## config.mk

```make
export PLATFORM = sky130hd
export DESIGN_NAME = imem_loader_flat
export DESIGN_NICKNAME = d
export VERILOG_FILES = /design/src/rtl/imem_loader_if.sv /design/src/rtl/imem_loader.sv /design/src/flat_wrapper.sv
export SDC_FILE = /design/constraint.sdc
export NUM_CORES = 1
export LEC_CHECK = 0
export CAP_MARGIN = 30
export CORE_UTILIZATION = 49
export CTS_CLUSTER_DIAMETER = 80
export CTS_CLUSTER_SIZE = 12
export DETAILED_ROUTE_END_ITERATION = 7
export MAX_ROUTING_LAYER = met4
export PLACE_DENSITY = 0.8
export SLEW_MARGIN = 10
export SYNTH_ARGS = -nofsm -noshare
export SYNTH_HDL_FRONTEND = slang
export SYNTH_SLANG_ARGS = --single-unit
```

## constraint.sdc

```tcl
create_clock -name clk -period 3 [get_ports clk]
set_input_delay 0.45 -clock clk [delete_from_list [all_inputs] [get_ports clk]]
set_output_delay 0.45 -clock clk [all_outputs]
set_load 0.02 [all_outputs]
```

## src/rtl/imem_loader_if.sv

```systemverilog
// Byte-stream and instruction-memory write-port bundle used by imem_loader.
// master = byte source / memory side, slave = the loader itself.
interface imem_loader_if #(
  parameter int ADDR_W = 64
);
  logic              in_valid;
  logic [7:0]        in_data;
  logic              in_last;
  logic              in_ready;
  logic              mem_we;
  logic [ADDR_W-1:0] mem_addr;
  logic [31:0]       mem_wdata;

  modport master (
    output in_valid, in_data, in_last,
    input  in_ready, mem_we, mem_addr, mem_wdata
  );

  modport slave (
    input  in_valid, in_data, in_last,
    output in_ready, mem_we, mem_addr, mem_wdata
  );
endinterface

```

## src/rtl/imem_loader.sv

```systemverilog
// Byte-serial program loader: packs little-endian bytes into 32-bit words and writes them to imem.
// Optional running byte checksum is built only when IMEM_LOADER_CHECKSUM_EN is defined.
module imem_loader #(
  parameter int                ADDR_W    = 64,
  parameter logic [ADDR_W-1:0] BASE_ADDR = '0,
  parameter int                MAX_WORDS = 4,
  localparam int               CNT_W     = $clog2(MAX_WORDS + 1)
) (
  input  logic             clk,
  input  logic             reset,
  input  logic             start,
  imem_loader_if.slave     bus,
  output logic             busy,
  output logic             done,
  output logic             overflow,
  output logic [CNT_W-1:0] word_count,
  output logic [7:0]       checksum
);

  typedef enum logic [1:0] {IDLE, COLLECT, WRITE, DONE} state_t;

  state_t            state;
  logic [1:0]        byte_idx;
  logic [31:0]       buffer;
  logic              last_seen;
  logic [ADDR_W-1:0] addr;
  logic              in_ready_r;
  logic              mem_we_r;
  logic              accept;

  // in_ready_r is only ever high in COLLECT, so this is the byte-accept strobe
  assign accept        = in_ready_r & bus.in_valid;
  assign bus.in_ready  = in_ready_r;
  assign bus.mem_we    = mem_we_r;
  assign bus.mem_addr  = addr;
  assign bus.mem_wdata = buffer;

  always_ff @(posedge clk) begin
    if (!reset) begin
      state      <= IDLE;
      byte_idx   <= 2'd0;
      buffer     <= '0;
      last_seen  <= 1'b0;
      addr       <= BASE_ADDR;
      in_ready_r <= 1'b0;
      mem_we_r   <= 1'b0;
      busy       <= 1'b0;
      done       <= 1'b0;
      overflow   <= 1'b0;
      word_count <= '0;
    end else begin
      case (state)
        IDLE, DONE: begin
          if (start) begin
            state      <= COLLECT;
            byte_idx   <= 2'd0;
            buffer     <= '0;
            word_count <= '0;
            overflow   <= 1'b0;
            addr       <= BASE_ADDR;
            in_ready_r <= 1'b1;
            busy       <= 1'b1;
            done       <= 1'b0;
          end
        end
        COLLECT: begin
          if (accept) begin
            buffer[{byte_idx, 3'b000} +: 8] <= bus.in_data;
            if (byte_idx == 2'd3 || bus.in_last) begin
              state      <= WRITE;
              last_seen  <= bus.in_last;
              in_ready_r <= 1'b0;
              mem_we_r   <= 1'b1;
            end else begin
              byte_idx <= byte_idx + 2'd1;
            end
          end
        end
        WRITE: begin
          mem_we_r   <= 1'b0;
          addr       <= addr + ADDR_W'(4);
          word_count <= word_count + CNT_W'(1);
          byte_idx   <= 2'd0;
          buffer     <= '0;
          // Running out of capacity without seeing in_last is reported as overflow
          if (last_seen || (word_count + CNT_W'(1)) == CNT_W'(MAX_WORDS)) begin
            state    <= DONE;
            done     <= 1'b1;
            busy     <= 1'b0;
            overflow <= !last_seen;
          end else begin
            state      <= COLLECT;
            in_ready_r <= 1'b1;
          end
        end
        default: state <= IDLE;
      endcase
    end
  end

`ifdef IMEM_LOADER_CHECKSUM_EN
  logic       launch;
  logic [7:0] sum;

  assign launch   = start && (state == IDLE || state == DONE);
  assign checksum = sum;

  always_ff @(posedge clk) begin
    if (!reset) begin
      sum <= 8'h00;
    end else if (launch) begin
      sum <= 8'h00;
    end else if (accept) begin
      sum <= sum + bus.in_data;
    end
  end
`else
  assign checksum = 8'h00;
`endif

endmodule

```

## src/flat_wrapper.sv

```systemverilog
// flat-port wrapper written by rule: the top's interface ports become plain ports
module imem_loader_flat 
#(
  parameter int                ADDR_W    = 64,
  parameter logic [ADDR_W-1:0] BASE_ADDR = '0,
  parameter int                MAX_WORDS = 4,
  localparam int               CNT_W     = $clog2(MAX_WORDS + 1)
)
  (clk, reset, start, busy, done, overflow, word_count, checksum, bus_in_valid, bus_in_data, bus_in_last, bus_in_ready, bus_mem_we, bus_mem_addr, bus_mem_wdata);
  imem_loader_if #(.ADDR_W(ADDR_W)) bus_i ();
  input  logic clk;
  input  logic reset;
  input  logic start;
  output logic busy;
  output logic done;
  output logic overflow;
  output logic [CNT_W-1:0] word_count;
  output logic [7:0] checksum;
  input wire logic [$bits(bus_i.in_valid)-1:0] bus_in_valid;
  input wire logic [$bits(bus_i.in_data)-1:0] bus_in_data;
  input wire logic [$bits(bus_i.in_last)-1:0] bus_in_last;
  output wire logic [$bits(bus_i.in_ready)-1:0] bus_in_ready;
  output wire logic [$bits(bus_i.mem_we)-1:0] bus_mem_we;
  output wire logic [$bits(bus_i.mem_addr)-1:0] bus_mem_addr;
  output wire logic [$bits(bus_i.mem_wdata)-1:0] bus_mem_wdata;
  assign bus_i.in_valid = bus_in_valid;
  assign bus_i.in_data = bus_in_data;
  assign bus_i.in_last = bus_in_last;
  assign bus_in_ready = bus_i.in_ready;
  assign bus_mem_we = bus_i.mem_we;
  assign bus_mem_addr = bus_i.mem_addr;
  assign bus_mem_wdata = bus_i.mem_wdata;
  imem_loader #(.ADDR_W(ADDR_W), .BASE_ADDR(BASE_ADDR), .MAX_WORDS(MAX_WORDS)) u_core (.clk(clk), .reset(reset), .start(start), .bus(bus_i), .busy(busy), .done(done), .overflow(overflow), .word_count(word_count), .checksum(checksum));
endmodule
```

# After elaboration in Yosys (flattened, before gate mapping)

Cells that the tools add are included.

Add/subtract/negate cells: 4
Equality and inequality tests: 11
Shift operators: 2
Muxes and demuxes: 32
Bitwise logic cells: 1
Reduce and logical (&&, ||, !) cells: 15

Operators with widths:

| kind                     | count |
|---|---|
| $pmux W64 S2             | 1 |
| $pmux W32 S3             | 1 |
| $add A64 B3 Y64 const B  | 1 |
| $mux W32                 | 2 |
| $mux W64                 | 1 |
| $bwmux W32               | 1 |
| $shift A8 B7 Y32 const A | 1 |
| $shiftx A8 B7 Y32        | 1 |
| $reduce_and A3 Y1        | 5 |
| $mux W2                  | 7 |
| $pmux W2 S3              | 2 |
| $mux W1                  | 10 |
| $pmux W1 S2              | 4 |
| $neg A5 Y7               | 1 |
| $eq A2 B2 Y1 const B     | 3 |
| $ne A2 B1 Y1 const B     | 3 |
| $ne A2 B2 Y1 const B     | 3 |
| $pmux W3 S2              | 1 |
| $reduce_and A2 Y1        | 2 |
| $reduce_and A4 Y1        | 1 |
| $reduce_bool A2 Y1       | 2 |
| $add A3 B1 Y3 const B    | 1 |
| $eq A3 B3 Y1 const B     | 1 |
| $mux W3                  | 1 |
| other kinds (8)          | 9 |

Register bits after elaboration: 109
Input port bits: 13
Output and inout port bits: 112
Word-level logic and storage cells: 76

# Longest topological paths before layout

Gate-level depths: netlist of the first run.

Depth in word-level cells: 5
Depth in mapped cells: 8
Gate-level depth less buffers: 7

# Worst setup path after synthesis of the first run

Ideal clock, no wire load.

Path type: reg-to-reg
Start: register u_core.addr[17], in the netlist u_core.bus.mem_addr[17]
End: register u_core.addr[42], in the netlist u_core.bus.mem_addr[42]
Library setup time: 0.070 ns
Data arrival time: 2.288 ns
Data required time: 2.930 ns
Slack: 0.641 ns
Cell stages (with the launch flop): 7
Buffers on the path: 1
Clock period less this slack: 2.359 ns
Cells stage by stage: dfxtp_1 > nand4_1 > or4_1 > buf_2 > or4_4 > or3_1 > a21oi_1

Longest elaborated chain between the ends: 2

Ends and longest elaborated chain:

| element                | line              | RTL |
|---|---|---|
| start, declared        | imem_loader.sv:26 | `logic [ADDR_W-1:0] addr;` |
| start signal, assigned | imem_loader.sv:81 | `addr <= addr + ADDR_W'(4);` |
| $add A64 B3 Y64        | imem_loader.sv:81 |  |
| $pmux W64 S2           | imem_loader.sv:52 | `case (state)` |

Every way passes these cells.
A chain may end at the register's enable or synchronous reset.

# Worst setup path in the final report of the first run

Start: register u_core.state[0]
End: register u_core.addr[55], in the netlist u_core.bus.mem_addr[55]

Longest elaborated chain between the ends: 4
Elaborated cells between the ends (all ways): 8
Classes of those cells: eq/ne: 3; mux: 1; reduce/logical: 4

Ends and longest elaborated chain:

| element                                                                    | line              | RTL |
|---|---|---|
| start, declared                                                            | imem_loader.sv:22 | `state_t state;` |
| start signal, assigned                                                     | imem_loader.sv:40 | `state <= IDLE;` |
| start signal, assigned                                                     | imem_loader.sv:55 | `state <= COLLECT;` |
| start signal, assigned                                                     | imem_loader.sv:70 | `state <= WRITE;` |
| $eq A2 B2 Y1 / $logic_not A2 Y1 (equally long branches)                    | imem_loader.sv:52 |  |
| $reduce_or A2 Y1                                                           | imem_loader.sv:52 |  |
| $ne A2 B2 Y1 (no source line) / $reduce_bool A2 Y1 (equally long branches) | --                |  |
| $reduce_and A2 Y1 (no source line)                                         | --                |  |

Parallel ways exist; a longest one is shown, timed or not.

==> flow_metrics.tcl, run 1 <==
set metrics [dict create \
    multi_input_area_sq_um 2570 \
    gp_routability_congestion 0.868 \
    seqCellArea_sq_um 2140 \
    final_util_pct 65.3 \
    skew_ns 0.0101 \
    crit_path_max_fanout 12 \
    synth_seq_area_share_pct 43.8 \
    async_flop_share_pct 0 \
    reg2reg_slack_ns 0.51 \
    routedWlPerCell_microns 14.7 \
    cts_resized 0 \
    synthFlopType "dfxtp_1" \
    cp-end-kind "flip-flop" \
    cts_tree "yes" \
    syn_area_per_cell_sq_um 8.15 \
    wirelength_microns 12500 \
    nNetsFinal 735 \
    syn2layout_area_growth_pct 30.0 \
    setup_viol 0 \
    synth_enable_flop_cells 0 \
    die_x_microns 102 \
    grt_use_total_pct 25.3 \
    stdcell_area_sq_um 6350 \
    worst_hold_slack_ns 0.454 \
    worstSetupPathType "flip-flop to flip-flop" \
    tns_ns 0 \
    clkTransAtPathRegs_ns 0.10 \
    grt_antenna_before_repair 0 \
    overflow 0 \
    antenna_left 0 \
    cp_data_arrival_time_ns 2.78 \
    tightest_slew_ns 0.767 \
    grt_max_degree 60 \
    io-pin-count 125 \
    ys_ff_latch 107 \
    ir_worst_vdd_v 0.000325 \
    initial_utilization_pct 50.3 \
    num_rows 36 \
    pwr_density_cell_nw_per_um2 463 \
    numCtsBuffers 9 \
    fin_crit_sh_pct 82.9 \
    die_area_sq_um 10400 \
    grt_pass1_wl_microns 20600 \
    layout_min_cycle_time_ns 2.49 \
    cts_num_sinks 107 \
    die_height_microns 102 \
    rsz0062_at_grt "false" \
    timing.fmax_ghz 0.402 \
    yosys_warnings 0 \
    netlist_area_sq_um 4890 \
    diodes 0 \
    critPathLaunchType "flip-flop" \
    hpwl_microns 8820 \
    maxSlewViolCount 0 \
    grt_pass1_vias 4454 \
    core_sq_um 9730 \
    cts.path.max_buffers 2 \
    drc 0 \
    synthTopCellsByArea "dfxtp_1, a21oi_1, nand3_1, nand2_1, nor2_1" \
    cts-root-buf "clkbuf_8" \
    cts_setup_buffers 0 \
    cts_hold_buf 0 \
    ys_types 45 \
    h-tree-depth 3 \
    dr.first_iter.drc_count 197 \
    instances_no_fill 848 \
    synth_cells 600 \
    drtPass1Iterations 5 \
    hold_path.class "flip-flop to flip-flop" \
    yosys.area.top_type "dfxtp_1" \
    p_leak_nw 2.01 \
    clkLatencyLatePin_ns 0.36 \
    slew_headroom_pct 48.8 \
    viasPerCell 5.64 \
    vias 4781 \
    required_ns 3.29 \
    port_buffers 114 \
    cap_violations 0 \
    dp_cells 832 \
    hold_viol 0 \
    status "finished clean" \
    yosysTopAreaCellShare_pct 43.8 \
    placed_area_sq_um 6150 \
    fill_cells 842 \
    drive_gt1_share_pct 4.76 \
]
==> worst paths after layout <==
kind,startpoint,endpoint,depth (start not counted)
max,u_core.state[0],u_core.bus.mem_addr[55],8
min,u_core.bus.mem_wdata[18],u_core.bus.mem_wdata[18],2
max reg2reg,u_core.state[0],u_core.bus.mem_addr[55],8
min reg2reg,u_core.bus.mem_wdata[18],u_core.bus.mem_wdata[18],2
==> logic make-up (layout without fill, tap and decap cells) <==
group | Yosys count | count (layout) | synth area share [%]
AOI/OAI and AO/OA | 113 | 113 | 12.7
DFF | 107 | 107 | 43.8
xor gates and xnor gates | 37 | 37 | 6.63
adders and majority gates | 12 | 12 | 3.07
other | 1 | 10 | 0.0767
and+or+nand+nor | 280 | 280 | 28.8
buffers and inverters | 48 | 154 | 4.48
muxes | 2 | 2 | 0.409
==> flip-flops by register name (all words and copies together), names as in the netlist <==
signal	count
u_core.state	2
u_core.bus.mem_wdata	32
u_core.overflow	1
u_core.word_count	3
u_core.bus.mem_addr	62
u_core.busy	1
u_core.bus.in_ready	1
u_core.bus.mem_we	1
u_core.done	1
u_core.byte_idx	2
u_core.last_seen	1
==> power by group <==
part           total, mW  switching [mW]  internal, mW
sequential          1.48          0.0286          1.45
combinational      0.557           0.403         0.154
clock              0.904           0.491         0.413
total               2.94           0.923          2.02
==> placed cells by master, fill, tap and decap left out, types with 4 or more instances in the layout <==
| cell | synthesis | final |
|---|---|---|
| nor2_1 | 62 | 62 |
| a21oi_1 | 71 | 71 |
| nand4_1 | 23 | 23 |
| dfxtp_1 | 107 | 107 |
| nor3_1 | 10 | 10 |
| and3_1 | 7 | 7 |
| and4_1 | 6 | 6 |
| or3_1 | 17 | 17 |
| xnor2_1 | 26 | 26 |
| ha_1 | 12 | 12 |
| or2_2 | 4 | 4 |
| buf_4 | 10 | 10 |
| clkbuf_8 | 0 | 10 |
| nand3_1 | 51 | 51 |
| o31ai_1 | 5 | 5 |
| conb_1 | 1 | 10 |
| or4_1 | 7 | 7 |
| inv_1 | 12 | 12 |
| nand2_1 | 63 | 63 |
| nor4_1 | 19 | 19 |
| xor2_1 | 11 | 11 |
| clkdlybuf4s50_1 | 0 | 114 |
| o21ai_0 | 19 | 19 |
==> final cells by class <==
type	instances	share of cell area [%]
Clock buffer	11	2.22
Multi-Input combinational cell	454	40.5
Timing Repair Buffer	124	19.1
Clock inverter	5	0.984
Tap cell	133	2.62
Sequential cell	107	33.7
Inverter	14	0.827
==> metrics by stage <==
| step | total power [mW] | setup slack [ns] |
|---|---|---|
| floorplan | 1.89 | 0.641 |
| finish | 2.94 | 0.513 |
| global route | 3.07 | 0.284 |
| detailed placement | 2.06 | 0.367 |
| global placement | 2.04 | 0.417 |
| CTS | 2.96 | 0.521 |
==> worst max-delay path, stage by stage (launching register included) <==
cell and delay (ns):
dfxtp_1 0.39, inv_1 0.06, ha_1 0.39, mux2i_1 0.26, nor4_1 0.31, nand4_1 0.26, buf_4 0.27, or3_1 0.35
a21oi_1 0.14
==> cells in the mapped netlist (2+ instances only) <==
cell,n
o21ai_1,4
nor2_1,62
and4_1,6
nand2b_1,2
or3_1,17
dfxtp_1,107
mux2i_1,2
nand4b_1,2
or4_1,7
nor2b_1,2
xor2_1,11
or2_2,4
nand2_1,63
clkbuf_1,19
o21a_1,3
ha_1,12
nor3_1,10
xnor2_1,26
a32oi_1,2
nor4_1,19
o21ai_0,19
buf_4,10
a21oi_1,71
inv_1,12
a21o_1,2
buf_1,4
nand4_1,23
a22oi_1,2
o31ai_1,5
nand3_1,51
and3_1,7
==> metal layers <==
layer | up-vias | wire [microns] | track usage [%]
met5 | - | 0 | -
met4 | 0 | 140 | 6.81
met3 | 16 | 607 | 4.79
met2 | 160 | 6100 | 42.6
met1 | 2270 | 5610 | 31.1
li1 | 2335 | - | -
Note: power is estimated with default switching activity, not from simulation.
==> run 2, diff against run 1 <==
--- a/config.mk
+++ b/config.mk
@@ -6,12 +6,12 @@
 export NUM_CORES = 1
 export LEC_CHECK = 0
 export CAP_MARGIN = 30
-export CORE_UTILIZATION = 49
+export CORE_UTILIZATION = 44
 export CTS_CLUSTER_DIAMETER = 80
 export CTS_CLUSTER_SIZE = 12
 export DETAILED_ROUTE_END_ITERATION = 7
 export MAX_ROUTING_LAYER = met4
-export PLACE_DENSITY = 0.8
+export PLACE_DENSITY = 0.76
 export SLEW_MARGIN = 10
 export SYNTH_ARGS = -nofsm -noshare
 export SYNTH_HDL_FRONTEND = slang
==> constraint.sdc (replaced) <==
create_clock -name clk -period 2.2 [get_ports clk]
set_input_delay 0.33 -clock clk [delete_from_list [all_inputs] [get_ports clk]]
set_output_delay 0.33 -clock clk [all_outputs]
set_load 0.02 [all_outputs]
==> run 2 against run 1 <==
Against the previous run:
- combinational power rose by 57%
- hold slack improved by 0.0024 ns
- critical endpoint is now u_core.bus.mem_addr[60]
- via count rose by 2.8%
==> flow_metrics.tcl, run 2 (same netlist as run 1, synthesis figures left out) <==
set metrics [dict create \
    fill_cells 886 \
    critPathLaunchType "flip-flop" \
    mostFrequentLayoutCells "clkdlybuf4s50_1, dfxtp_1, a21oi_1" \
    nNetsFinal 772 \
    die_height_microns 107 \
    place_ws_ns -0.132 \
    whs_path_depth 2 \
    die_area_sq_um 11500 \
    hold_viol 0 \
    worstHoldStart "u_core.bus.mem_wdata[2]" \
    initial_utilization_pct 45.1 \
    grt_pass1_wl_microns 21600 \
    overflow 0 \
    port_buffers 114 \
    crit_family "simple AND/OR/NAND/NOR gates" \
    drive_gt1_share_pct 15.2 \
    drc 0 \
    cp_data_arrival_time_ns 2.48 \
    grt_antenna_before_repair 0 \
    cts_num_sinks 107 \
    worst_hold_slack_ns 0.457 \
    die_x_microns 107 \
    gp_routability_congestion 0.850 \
    seqCellArea_sq_um 2190 \
    viasPerCell 5.51 \
    cts_hold_buf 0 \
    r2r-end "u_core.bus.mem_addr[60]" \
    grt_max_degree 31 \
    cts-root-buf "clkbuf_8" \
    min_to "u_core.bus.mem_wdata[2]" \
    cp_slowest_cell "or4_4" \
    tightest_slew_ns 0.590 \
    cts.path.max_buffers 2 \
    antenna_left 0 \
    dr.first_iter.drc_count 402 \
    reg2reg_slack_ns 0.03 \
    grt_use_total_pct 23.9 \
    fin_crit_sh_pct 98.5 \
    crit_path_max_fanout 7 \
    maxSlewViolCount 0 \
    io-pin-count 125 \
    num_rows 38 \
    final_common_cell "clkdlybuf4s50_1" \
    pwr_density_cell_nw_per_um2 591 \
    drt-met1-wl_microns 5890 \
    timing.fmax_ghz 0.461 \
    setup_viol 0 \
    fin_ws_ns 0.0330 \
    final_util_pct 63.3 \
    cap_violations 0 \
    wl_met3_microns 765 \
    h-tree-depth 3 \
    status "finished clean" \
    routedWlPerCell_microns 15.0 \
    highest_layer "met4" \
    syn2layout_area_growth_pct 40.2 \
    layout_min_cycle_time_ns 2.17 \
    clkTransAtPathRegs_ns 0.10 \
    hpwl_microns 9450 \
    vias 4916 \
    p_leak_nw 2.27 \
    core_sq_um 10800 \
    critPathBufInv 2 \
    diodes 0 \
    multi_input_area_sq_um 2710 \
    worstSetupPathType "flip-flop to flip-flop" \
    cts_tree "yes" \
    largest_register_ffs 62 \
    slew_headroom_pct 60.4 \
    worstPathCellList "inv_2, ha_4, mux2i_4, nor4_2, nand4_1, buf_6, or4_4, a21oi_1" \
    hold_path.class "flip-flop to flip-flop" \
    drtPass1Iterations 5 \
    wirelength_microns 13300 \
    reg2regPathDepth 8 \
    routed-wl-met2_microns 6510 \
    clkLatencyLatePin_ns 0.38 \
    rsz0062_at_grt "true" \
    ir_worst_vdd_v 0.000461 \
    grt_pass1_vias 4515 \
    worstSetupStartpoint "u_core.state[0]" \
    max_stage_delay_ns 0.50 \
    cp-end-kind "flip-flop" \
    numCtsBuffers 9 \
    required_ns 2.51 \
    skew_ns 0.0148 \
    rr_startpoint "u_core.state[0]" \
    worst-path-stages 8 \
]
## run 2: repair_timing
| action | CTS | global route |
|---|---|---|
| gates resized for setup | 1 | 29 |
| pin swaps | 0 | 12 |
| setup endpoints to repair | 4 | 16 |
| buffers inserted | 0 | 4 |
| cloned | 0 | 1 |
## run 2: area by class of cell
cell class	instances	area share, %
clock buffers	13	2.46
clock inverters	3	0.310
inverters	14	0.766
multi-input cells	454	39.5
flip-flops and latches	107	32.0
well taps	140	2.55
repair buffers	161	22.4
## run 2: how the worst max path moves through the flow
| stage | to | slack [ns] |
|---|---|---|
| after floorplan | u_core.bus.mem_addr[42] | 0.003 |
| after global placement | u_core.bus.mem_addr[42] | -0.13 |
| after detailed placement | u_core.bus.mem_addr[42] | -0.13 |
| after CTS | u_core.bus.mem_addr[42] | 0.008 |
| after global routing | u_core.bus.mem_addr[54] | -0.02 |
| final | u_core.bus.mem_addr[60] | 0.03 |
## run 2: worst min-delay path: stages (launching register included)
cell	delay (ns)
dfxtp_1	0.32
nand2_1	0.05
a21oi_1	0.05
## run 2: stage by stage
| step | TNS, ns | instance area [sq um] | cells | total power [mW] |
|---|---|---|---|---|
| floorplan | 0 | 4990 | 609 | 2.58 |
| global placement | -0.736 | 6500 | 871 | 2.86 |
| detailed placement | -1.14 | 6500 | 871 | 2.89 |
| CTS | 0 | 6700 | 887 | 4.04 |
| global route | -0.0818 | 6860 | 892 | 4.24 |
| finish | 0 | 6860 | 892 | 4.06 |
## run 2: per-layer routing
metal	vias to the layer above	track usage, %
met5	-	-
met1	2330	30.0
met2	159	38.6
li1	2411	-
met3	16	3.81
met4	0	9.49
## run 2: where the power goes
group	leakage, nW	total, mW	internal, mW	switching [mW]
clock network	0.0956	1.18	0.507	0.676
registers	0.877	2.00	1.97	0.0273
logic	1.30	0.876	0.303	0.573
total	2.27	4.06	2.78	1.28
==> run 3, diff against run 2 <==
--- a/config.mk
+++ b/config.mk
@@ -11,7 +11,7 @@
 export CTS_CLUSTER_SIZE = 12
 export DETAILED_ROUTE_END_ITERATION = 7
 export MAX_ROUTING_LAYER = met4
-export PLACE_DENSITY = 0.76
+export PLACE_DENSITY_LB_ADDON = 0.12
 export SLEW_MARGIN = 10
 export SYNTH_ARGS = -nofsm -noshare
 export SYNTH_HDL_FRONTEND = slang
==> run 3 against run 2 <==
Against the previous run:
- power fell by 0.69%
- die area did not move
- highest routed layer unchanged
- critical path type unchanged
- fmax rose by 0.36%
- core utilization barely moved
- register-to-register slack barely moved
- worst setup slack improved by 0.0078 ns
- hold slack improved by 0.0011 ns
- largest cell class unchanged
- critical path depth fell by 3
==> flow_metrics.tcl, run 3 (same netlist as run 1, synthesis figures left out) <==
set metrics [dict create \
    status "finished clean" \
    grt_max_degree 60 \
    reg2reg_slack_ns 0.04 \
    reg2regPathDepth 5 \
    io-pin-count 125 \
    drtPass1Iterations 4 \
    p_leak_nw 2.24 \
    rsz0062_at_grt "true" \
    maxSlewViolCount 0 \
    cts.path.max_buffers 2 \
    viasPerCell 5.41 \
    clkTransAtPathRegs_ns 0.10 \
    worstSetupStartpoint "u_core.bus.mem_addr[12]" \
    stdcell_area_sq_um 6850 \
    timing.fmax_ghz 0.463 \
    pwr_density_cell_nw_per_um2 588 \
    largest_register_ffs 62 \
    setup_viol 0 \
    syn2layout_area_growth_pct 40.1 \
    multi_input_area_sq_um 2710 \
    hpwl_microns 9200 \
    clkLatencyLatePin_ns 0.38 \
    ir_worst_vdd_v 0.000630 \
    nNetsFinal 774 \
    required_ns 2.52 \
    placed_area_sq_um 6510 \
    port_buffers 114 \
    vias 4836 \
    final_common_cell "clkdlybuf4s50_1" \
    fill_cells 970 \
    core_sq_um 10800 \
    initial_utilization_pct 45.1 \
    crit_path_end "u_core.bus.mem_addr[42]" \
    skew_ns 0.0113 \
    die_x_microns 107 \
    die_height_microns 107 \
    h-tree-depth 3 \
    cp_data_arrival_time_ns 2.48 \
    max_stage_delay_ns 0.56 \
    worstSetupPathType "flip-flop to flip-flop" \
    cts_hold_buf 0 \
    rr_startpoint "u_core.bus.mem_addr[12]" \
    seqCellArea_sq_um 2190 \
    tightest_slew_ns 0.588 \
    layout_min_cycle_time_ns 2.16 \
    cts_num_sinks 107 \
    gp_routability_congestion 0.841 \
    cp-end-kind "flip-flop" \
    grt_pass1_vias 4581 \
    diodes 0 \
    drc 0 \
    grt_use_total_pct 23.7 \
    fin_crit_sh_pct 98.1 \
    hold_path.class "flip-flop to flip-flop" \
    cp_common_cell "or4_4" \
    critPathLaunchType "flip-flop" \
    drive_gt1_share_pct 16.3 \
    cp_slowest_cell "or4_4" \
    num_rows 38 \
    final_util_pct 63.2 \
    grt_pass1_wl_microns 21300 \
    wirelength_microns 13200 \
    crit_path_max_fanout 4 \
    antenna_left 0 \
    worstPathCellList "nand4_1, or4_4, or4_4, or3_4, a21oi_2" \
    numCtsBuffers 9 \
    mostFrequentLayoutCells "clkdlybuf4s50_1, dfxtp_1, a21oi_1" \
    cts-root-buf "clkbuf_8" \
    routedWlPerCell_microns 14.7 \
    cap_violations 0 \
    cts_tree "yes" \
    hold_viol 0 \
    r2r-end "u_core.bus.mem_addr[42]" \
    die_area_sq_um 11500 \
    dr.first_iter.drc_count 240 \
    slew_headroom_pct 60.5 \
    grt_antenna_before_repair 0 \
    overflow 0 \
]
==> run 3: repair_timing <==
item / 4_1_cts / 5_1_grt
resized for setup: 0 / 34
endpoints found under the setup margin: 0 / 34
buffers inserted: 0 / 3
==> run 3: how the worst min path moves through the flow <==
stage                                         from                  endpoint  cells after the start
after floorplan                              reset           u_core.state[0]                      1
after global placement    u_core.bus.mem_wdata[17]  u_core.bus.mem_wdata[17]                      2
after detailed placement   u_core.bus.mem_wdata[3]   u_core.bus.mem_wdata[3]                      2
after CTS                  u_core.bus.mem_wdata[3]   u_core.bus.mem_wdata[3]                      2
after global routing       u_core.bus.mem_wdata[1]   u_core.bus.mem_wdata[1]                      2
final                      u_core.bus.mem_wdata[4]   u_core.bus.mem_wdata[4]                      2
==> run 3: cell type report <==
cell class	instances	area share, %
well taps	140	2.56
repair buffers	163	22.5
clock buffers	10	2.01
flip-flops and latches	107	32.0
clock inverters	6	0.566
multi-input cells	454	39.6
inverters	14	0.822
==> run 3: report_power, final <==
part | total, mW | switching (mW) | internal [mW]
registers | 2.00 | 0.0329 | 1.97
logic | 0.892 | 0.582 | 0.310
clock network | 1.13 | 0.689 | 0.444
total | 4.03 | 1.30 | 2.72
==> run 3: metal layers <==
metal / part of all wire (%) / GRT usage (%) / vias to the layer above
li1: - / - / 2407
met1: 44 / 28.7 / 2308
met2: 50 / 39.5 / 109
met3: 4.7 / 5.08 / 12
met4: 1.2 / 7.24 / 0
met5: 0 / - / -
==> run 3: critical path, delay by kind of cell (launching register included) <==
| kind | cells | cell delay, ns |
|---|---|---|
| and+or+nand+nor | 4 | 1.61 |
| DFF | 1 | 0.38 |
| AOI/OAI and AO/OA | 1 | 0.13 |
==> run 3: stage by stage <==
stage	hold slack (ns)	cells	total power, mW	TNS (ns)	setup WS (ns)
floorplan	0.463	609	2.58	0	0.00311
global placement	0.440	874	2.88	-0.499	-0.0963
detailed placement	0.445	874	2.90	-0.999	-0.116
CTS	0.460	890	4.02	0	0.0231
global route	0.477	894	4.24	-0.281	-0.0344
finish	0.458	894	4.03	0	0.0408
